## src/rtl/perf_mon_pkg.sv

```systemverilog
// Shared types and overflow-vector bit positions for the multi-channel performance monitor.
package perf_mon_pkg;

  typedef enum logic {
    IDLE    = 1'b0,
    MEASURE = 1'b1
  } state_e;

  localparam int OVF_TOTAL  = 0;
  localparam int OVF_ACTIVE = 1;
  localparam int OVF_IDLE   = 2;
  localparam int OVF_RUN    = 3;
  localparam int OVF_EV0    = 4;

endpackage

```

## src/rtl/perf_counter.sv

```systemverilog
// Clearable accumulator with wrap or saturate on carry-out and a sticky overflow flag.
// One-cycle update; clear and en together load the increment onto zero.
module perf_counter #(
  parameter int WIDTH    = 32,
  parameter int INC_W    = 4,
  parameter bit SATURATE = 1'b1
) (
  input  logic             clk,
  input  logic             rst_n,
  input  logic             clear,
  input  logic             en,
  input  logic [INC_W-1:0] inc,
  output logic [WIDTH-1:0] value,
  output logic             ovf
);

  logic [WIDTH-1:0] base;
  logic [WIDTH:0]   sum;

  always_comb begin
    base = clear ? '0 : value;
    sum  = {1'b0, base} + {{(WIDTH + 1 - INC_W){1'b0}}, inc};
  end

  always_ff @(posedge clk or negedge rst_n) begin
    if (!rst_n) begin
      value <= '0;
      ovf   <= 1'b0;
    end else if (clear || en) begin
      if (en) begin
        value <= (sum[WIDTH] && SATURATE) ? '1 : sum[WIDTH-1:0];
      end else begin
        value <= '0;
      end
      ovf <= (!clear && ovf) || (en && sum[WIDTH]);
    end
  end

endmodule

```

## src/rtl/perf_mon_mc.sv

```systemverilog
// Windowed busy/idle/run and per-channel event counters with snapshot-on-done.
// Snapshots update one edge after done is sampled; no backpressure, inputs sampled every cycle.
module perf_mon_mc
  import perf_mon_pkg::*;
#(
  parameter int COUNTER_WIDTH = 32,
  parameter int NUM_CH        = 4,
  parameter int INC_W         = 4,
  parameter bit SATURATE      = 1'b1
) (
  input  logic                            clk,
  input  logic                            rst_n,
  input  logic                            start_pulse,
  input  logic                            done_pulse,
  input  logic                            abort_pulse,
  input  logic                            busy_signal,
  input  logic [NUM_CH*INC_W-1:0]         ev_inc,
  output logic [COUNTER_WIDTH-1:0]        total_cycles_count,
  output logic [COUNTER_WIDTH-1:0]        active_cycles_count,
  output logic [COUNTER_WIDTH-1:0]        idle_cycles_count,
  output logic [COUNTER_WIDTH-1:0]        max_busy_run,
  output logic [NUM_CH*COUNTER_WIDTH-1:0] ev_count,
  output logic [NUM_CH+3:0]               overflow,
  output logic                            measurement_done,
  output logic                            measuring
);

  localparam int W = COUNTER_WIDTH;

  state_e state;
  logic   meas, start_take, done_take, clr, cnt_en;

  assign meas       = (state == MEASURE);
  assign start_take = start_pulse && !abort_pulse;
  assign done_take  = done_pulse && meas && !abort_pulse;
  assign clr        = start_take || abort_pulse;
  assign cnt_en     = start_take || (meas && !abort_pulse && !done_pulse);

  logic [W-1:0]      tot_v, act_v, idl_v, cur_v, max_v, run_best;
  logic [W-1:0]      ev_v [NUM_CH];
  logic              tot_ovf, act_ovf, idl_ovf, cur_ovf, max_ovf, run_stk;
  logic [NUM_CH-1:0] ev_ovf;
  logic [NUM_CH+3:0] ovf_live;

  perf_counter #(.WIDTH(W), .INC_W(1), .SATURATE(SATURATE)) u_tot (
    .clk, .rst_n, .clear(clr), .en(cnt_en), .inc(1'b1), .value(tot_v), .ovf(tot_ovf));
  perf_counter #(.WIDTH(W), .INC_W(1), .SATURATE(SATURATE)) u_act (
    .clk, .rst_n, .clear(clr), .en(cnt_en && busy_signal), .inc(1'b1), .value(act_v), .ovf(act_ovf));
  perf_counter #(.WIDTH(W), .INC_W(1), .SATURATE(SATURATE)) u_idl (
    .clk, .rst_n, .clear(clr), .en(cnt_en && !busy_signal), .inc(1'b1), .value(idl_v), .ovf(idl_ovf));
  perf_counter #(.WIDTH(W), .INC_W(1), .SATURATE(SATURATE)) u_cur (
    .clk, .rst_n, .clear(clr || (cnt_en && !busy_signal)), .en(cnt_en && busy_signal),
    .inc(1'b1), .value(cur_v), .ovf(cur_ovf));

  // Longest run trails the live run by one edge; run_best folds the last counted cycle back in.
  perf_counter #(.WIDTH(W), .INC_W(W), .SATURATE(SATURATE)) u_max (
    .clk, .rst_n, .clear(clr), .en(meas && !clr && (cur_v > max_v)),
    .inc(cur_v - max_v), .value(max_v), .ovf(max_ovf));

  for (genvar c = 0; c < NUM_CH; c++) begin : g_ev
    perf_counter #(.WIDTH(W), .INC_W(INC_W), .SATURATE(SATURATE)) u_ev (
      .clk, .rst_n, .clear(clr), .en(cnt_en), .inc(ev_inc[c*INC_W +: INC_W]),
      .value(ev_v[c]), .ovf(ev_ovf[c]));
  end

  // The run counter clears its own flag on idle cycles, so keep a window-long copy.
  always_ff @(posedge clk or negedge rst_n) begin
    if (!rst_n) begin
      run_stk <= 1'b0;
    end else if (clr) begin
      run_stk <= 1'b0;
    end else if (meas) begin
      run_stk <= run_stk || cur_ovf;
    end
  end

  assign run_best = (cur_v > max_v) ? cur_v : max_v;

  always_comb begin
    ovf_live             = '0;
    ovf_live[OVF_TOTAL]  = tot_ovf;
    ovf_live[OVF_ACTIVE] = act_ovf;
    ovf_live[OVF_IDLE]   = idl_ovf;
    ovf_live[OVF_RUN]    = run_stk || cur_ovf || max_ovf;
    for (int c = 0; c < NUM_CH; c++) begin
      ovf_live[OVF_EV0 + c] = ev_ovf[c];
    end
  end

  always_ff @(posedge clk or negedge rst_n) begin
    if (!rst_n) begin
      state <= IDLE;
    end else if (start_take) begin
      state <= MEASURE;
    end else if (abort_pulse || done_pulse) begin
      state <= IDLE;
    end
  end

  assign measuring = meas;

  always_ff @(posedge clk or negedge rst_n) begin
    if (!rst_n) begin
      total_cycles_count  <= '0;
      active_cycles_count <= '0;
      idle_cycles_count   <= '0;
      max_busy_run        <= '0;
      ev_count            <= '0;
      overflow            <= '0;
      measurement_done    <= 1'b0;
    end else begin
      measurement_done <= done_take;
      if (done_take) begin
        total_cycles_count  <= tot_v;
        active_cycles_count <= act_v;
        idle_cycles_count   <= idl_v;
        max_busy_run        <= run_best;
        overflow            <= ovf_live;
        for (int c = 0; c < NUM_CH; c++) begin
          ev_count[c*W +: W] <= ev_v[c];
        end
      end
    end
  end

endmodule

```

## config.mk

```make
export PLATFORM = sky130hd
export DESIGN_NAME = perf_mon_mc
export DESIGN_NICKNAME = d
export VERILOG_FILES = /design/src/rtl/perf_mon_pkg.sv /design/src/rtl/perf_counter.sv /design/src/rtl/perf_mon_mc.sv
export SDC_FILE = /design/constraint.sdc
export NUM_CORES = 2
export LEC_CHECK = 0
export CAP_MARGIN = 40
export CORE_ASPECT_RATIO = 1.4
export CORE_MARGIN = 4
export CORE_UTILIZATION = 50
export CTS_CLUSTER_SIZE = 20
export DETAILED_ROUTE_END_ITERATION = 7
export PLACE_DENSITY = 0.71
export SLEW_MARGIN = 0
export SYNTH_ARGS = -nofsm -noshare
export SYNTH_HDL_FRONTEND = slang
export SYNTH_SLANG_ARGS = --single-unit
```

## constraint.sdc

```tcl
create_clock -name clk -period 8.58 [get_ports clk]
set_input_delay 1.716 -clock clk [delete_from_list [all_inputs] [get_ports clk]]
set_output_delay 1.716 -clock clk [all_outputs]
set_load 0.02 [all_outputs]
```

# Word level (Yosys, flattened, before mapping)
# Cells that the tools add are included.
# totals
regBits	564
input_bits	22
out_inout_bits	266
elab_cells	123
# op_classes
n_addsub	10
order_cmp	1
mux	32
n_reduce_logical	53
# ops
cell	n
32-bit 2-to-1 mux	28
32-bit by 1-bit adder with 33-bit output (second input constant)	4
32-bit by 4-bit adder with 33-bit output	4
32-bit by 32-bit adder with 33-bit output	1
32-bit greater-than comparator	1
32-bit subtractor	1
1-bit logical AND	27
1-bit logical OR	19
1-bit zero test	5
1-bit 2-to-1 mux	4
2-bit nonzero test	2

# Depth between registers and ports, before layout
# depth
depth_word	10
ltp_mapped	22
ltp_nobuf	20

# By module
# A second synthesis with hierarchy kept.
# hier_totals
hier_cells	3431
area_unflattened_um2	31204.9
# by_module_without_submodules
mod	instances	cells_per_inst	area_per_inst_um2	seq_area_each_um2
perf_mon_mc	1	1460	12500.7	6681.4
perf_counter (u_act ...)	4	183	1815.5	825.8
perf_counter (g_ev[1].u_ev ...)	2	214	2064.5	825.8
perf_counter (u_max)	1	392	3353.2	825.8
perf_counter (g_ev[0].u_ev)	1	214	2048.2	825.8
perf_counter (g_ev[3].u_ev)	1	205	1911.8	825.8

# Least setup slack after synthesis
# Ideal clock, no wire load.
# synth_timing
path_kind	input to register
from	input start_pulse
to	register g_ev[2].u_ev.value[30]
setup_ns	0.128
arrival_ns	5.683
required_ns	8.452
setup_slack_ns	2.769
stages	19
path_buffers	6
path_cell_list	nor2_4 -> buf_4 -> buf_2 -> clkbuf_1 -> clkbuf_1 -> clkbuf_1 -> clkbuf_1 -> and2_1 -> ha_1 -> inv_1 -> fa_1 -> nor2b_1 -> o21ai_0 -> a2111oi_2 -> and2_1 -> nand3_1 -> or4_1 -> a31oi_1 -> nor2_1
# synth_between
elab_chain_cells	6
elab_cells_between_ends	8
classes_between	1 x add/sub; 3 x mux; 4 x reduce/logical
# synth_lines
item	line	rtl
start, declared	perf_mon_mc.sv:13	input logic start_pulse,
1-bit logical AND (*)	perf_mon_mc.sv:34	assign start_take = start_pulse && !abort_pulse;
1-bit logical OR	perf_mon_mc.sv:36	assign clr = start_take || abort_pulse;
32-bit 2-to-1 mux	perf_counter.sv:21	base = clear ? '0 : value;
32-bit by 4-bit adder with 33-bit output	perf_counter.sv:22	sum = {1'b0, base} + {{(WIDTH + 1 - INC_W){1'b0}}, inc};
32-bit 2-to-1 mux	perf_counter.sv:31	value <= (sum[WIDTH] && SATURATE) ? '1 : sum[WIDTH-1:0];
32-bit 2-to-1 mux	perf_counter.sv:30	if (en) begin
end signal, assigned	perf_counter.sv:31	
end, declared	perf_counter.sv:13	output logic [WIDTH-1:0] value,
# Every way passes the cells marked *; elsewhere a longest branch is shown, timed or not.
# A chain may end at the register's enable or synchronous reset.

# Worst setup path after layout
# layout_timing
from	input busy_signal
to	register u_cur.value[30]
# layout_between
elab_chain_cells	7
elab_cells_between_ends	9
classes_between	1 x add/sub; 3 x mux; 5 x reduce/logical
# layout_lines
item	line	rtl
start, declared	perf_mon_mc.sv:16	input logic busy_signal,
1-bit zero test	perf_mon_mc.sv:52	.clk, .rst_n, .clear(clr || (cnt_en && !busy_signal)), .en(cnt_en && busy_signal),
1-bit logical AND	perf_mon_mc.sv:52	
1-bit logical OR	perf_mon_mc.sv:52	
32-bit 2-to-1 mux	perf_counter.sv:21	
32-bit by 1-bit adder with 33-bit output	perf_counter.sv:22	
32-bit 2-to-1 mux	perf_counter.sv:31	
32-bit 2-to-1 mux	perf_counter.sv:30	
end signal, assigned	perf_counter.sv:31	
end, declared	perf_counter.sv:13	
# Parallel ways exist; a longest one is shown, timed or not.

==> flow_summary.json <==
{
  "final_net_count": 3862,
  "setup_viol": 0,
  "grt_pass1_vias": 25600,
  "antenna_cells": 0,
  "met1_usage": 0.347,
  "dp_hpwl_um": 60900,
  "clockBufferDepth": 3,
  "p_switching_uw": 4780,
  "path_max_fanout": 28,
  "synth_seq_cells": 564,
  "antenna_found_initial": 0,
  "drtAntennaViolNets": 0,
  "grt_pass1_wl_um": 140000,
  "final.setup_skew_ns": 0.0195,
  "status": "finished, final reports clean",
  "arrival_ns": 6.18,
  "cts_buffers": 55,
  "cts_sinks": 564,
  "start_util": 0.504,
  "yosysSeqAreaShare": 0.469,
  "synth_edf_count": 0,
  "cts_root_buffer": "clkbuf_16",
  "h-tree-depth": 2,
  "post_cts_buffers": 0,
  "peakVddDrop_uv": 405,
  "final_hold_viol_count": 0,
  "tightest_slew_ns": 1.36,
  "syn_area_per_cell_sq_um": 8.47,
  "drtPass1Iterations": 6,
  "cp-start-kind": "input port",
  "clk_pin_slew_ns": 0.07,
  "tns_ns": 0,
  "pwr-share-seq": 0.257,
  "grt_usage": 0.266,
  "cts_tree": "done",
  "rsz0062_at_grt": "false",
  "finalCritPeriodShare": 0.658,
  "switching_share": 0.434,
  "ys.flop_type": "dfrtp_1",
  "cp_data_required_time_ns": 9.11,
  "critPathKind": "in -> reg",
  "power_frac_comb": 0.516,
  "leakage_uw": 0.0171,
  "overflow": 0,
  "worstSkewPairLatency_ns": 0.61,
  "timing.hold.ws_ns": 0.471,
  "max_freq_mhz": 177,
  "slew_viol_final": 0,
  "final_common_cell": "nand2_1",
  "cts_resized": 0,
  "endpoint_kind": "register",
  "grtUsageMet2": 0.456,
  "p_per_area_mw_per_mm2": 311,
  "vias": 26100,
  "grt_max_degree": 246,
  "gp_congestion": 0.916,
  "relSlewSlack": 0.0943,
  "grtUsageMet3": 0.0315,
  "timing.final.ws_setup_ns": 2.93,
  "synth_async_sr_flop_share": 1.00,
  "rows": 106,
  "synth_cells": 3549,
  "io_pins": 288,
  "die_y_um": 298,
  "dp_slack_ns": 2.32,
  "wl_per_cell_um": 19.1,
  "final_cell_mix": "1021 x nand2_1, 564 x dfrtp_1, 284 x clkdlybuf4s50_1",
  "design.core.area_sq_mm": 0.0597,
  "intPower_uw": 6240,
  "drt_wl_total_um": 86800,
  "top_usage_layer": "met2",
  "synth_area_leaders": "dfrtp_1 47%, nand2_1 13%, o21ai_0 4.7%",
  "cap_violations": 0,
  "dieArea_sq_mm": 0.0642,
  "drtIter0Drc": 1995,
  "synthesis.area_sq_mm": 0.0301,
  "syn_to_final_growth_pct": 18.0,
  "viasPerCell": 5.75,
  "io_buffers": 287,
  "ys_warn_count": 0,
  "drive_gt1_frac": 0.0493,
  "die_w_um": 215,
  "drc": 0,
  "cts_hold_buf": 0,
  "yosys.area.top_type": "dfrtp_1",
  "synth_top_area_share": 0.469,
  "worstHoldPathType": "reg -> reg",
  "synth_cell_types": 86,
  "fin_util": 0.595,
  "clkPwrFrac": 0.227,
  "synth_fp_nets": 3663,
  "finalCriticalPeriod_ns": 5.65
}
-- layout make-up --
cell class	count	area, sq um
Clock inverter	23	259
Inverter	125	474
Clock buffer	78	1600
Timing Repair Buffer	329	3320
Multi-Input combinational cell	2673	14800
Fill cell	5314	24200
Sequential cell	564	14100
Tap cell	756	946
-- power groups by stage --
stage	clock [uW]	sequential, uW	combinational, uW
after global routing	2660	2840	6220
after global placement	0	2880	5580
after floorplan	0	2930	4360
final	2500	2830	5690
after detailed placement	0	2880	5600
after CTS	2550	2830	5630
-- Yosys cell counts (7+ instances only) --
library cell	number
o21bai_1	11
nor3_1	57
nor2_1	164
clkbuf_1	160
and2_1	36
or3_1	13
ha_1	86
o21ai_1	14
nor2b_1	13
or4_1	7
a32oi_1	8
o32a_1	7
o211ai_1	15
and3_1	64
buf_2	14
xor2_1	101
a21oi_1	184
dfrtp_1	564
a211oi_1	8
nand4_1	78
o21ai_0	282
nand3_1	107
a22oi_1	46
nand2_1	1021
nor4_1	14
or2_2	8
xnor2_1	106
nand2b_1	11
inv_1	123
and4_1	12
a31oi_1	25
a21o_1	47
-- worst paths after layout --
check | endpoint | from | depth (start not counted) | slack, ns
max | u_cur.value[30] | busy_signal | 14 | 2.93
min | total_cycles_count[27] | total_cycles_count[27] | 2 | 0.47
max reg2reg | u_max.value[10] | u_cur.value[0] | 21 | 3.13
min reg2reg | total_cycles_count[27] | total_cycles_count[27] | 2 | 0.47
max in group asynchronous | g_ev[2].u_ev.value[11] | rst_n | 2 | 5.85
min in group asynchronous | active_cycles_count[15] | rst_n | 1 | 1.21
-- layer usage --
metal / up-vias / routed length (um)
li1: 12500 / -
met4: 0 / 3530
met2: 768 / 43000
met5: - / 0
met1: 12700 / 36000
met3: 175 / 4300
-- critical path, cell delays in order --
cell	delay (ns)
clkdlybuf4s50_1	0.97
inv_1	0.28
a21oi_2	0.18
buf_4	0.31
and2_1	0.19
ha_1	0.20
o2111ai_1	0.35
nor4_2	0.43
nor4b_4	0.59
buf_4	0.34
nor2_1	0.15
nand2_1	0.17
o21ai_1	0.07
a21oi_1	0.18
-- kinds of logic (layout without fill, tap and decap cells) --
kind of cell	Yosys count	after routing	synth area share
DFF	564	564	0.469
AOI/OAI and AO/OA	727	727	0.146
buffers and inverters	312	555	0.0410
adders and majority gates	92	92	0.0398
and+or+nand+nor	1641	1641	0.242
xor gates and xnor gates	207	207	0.0603
muxes	6	6	0.00204
-- registers in the layout, summed over array words and instances (netlist names), 4 cells and up --
register             count
g_ev.u_ev.ovf            4
idle_cycles_count       32
g_ev.u_ev.value        128
u_tot.value             32
active_cycles_count     32
overflow                 8
total_cycles_count      32
max_busy_run            32
u_idl.value             32
u_act.value             32
ev_count               128
u_max.value             32
u_cur.value             32
-- per-stage QoR --
step	total power, uW	instances	area (sq um)
2_1_floorplan	7280	3549	30100
3_3_place_gp	8460	4438	33500
3_5_place_dp	8480	4447	33600
4_1_cts	11000	4548	35500
5_1_grt	11700	4548	35500
6_report	11000	4548	35500
(Power assumes the default switching activity.)
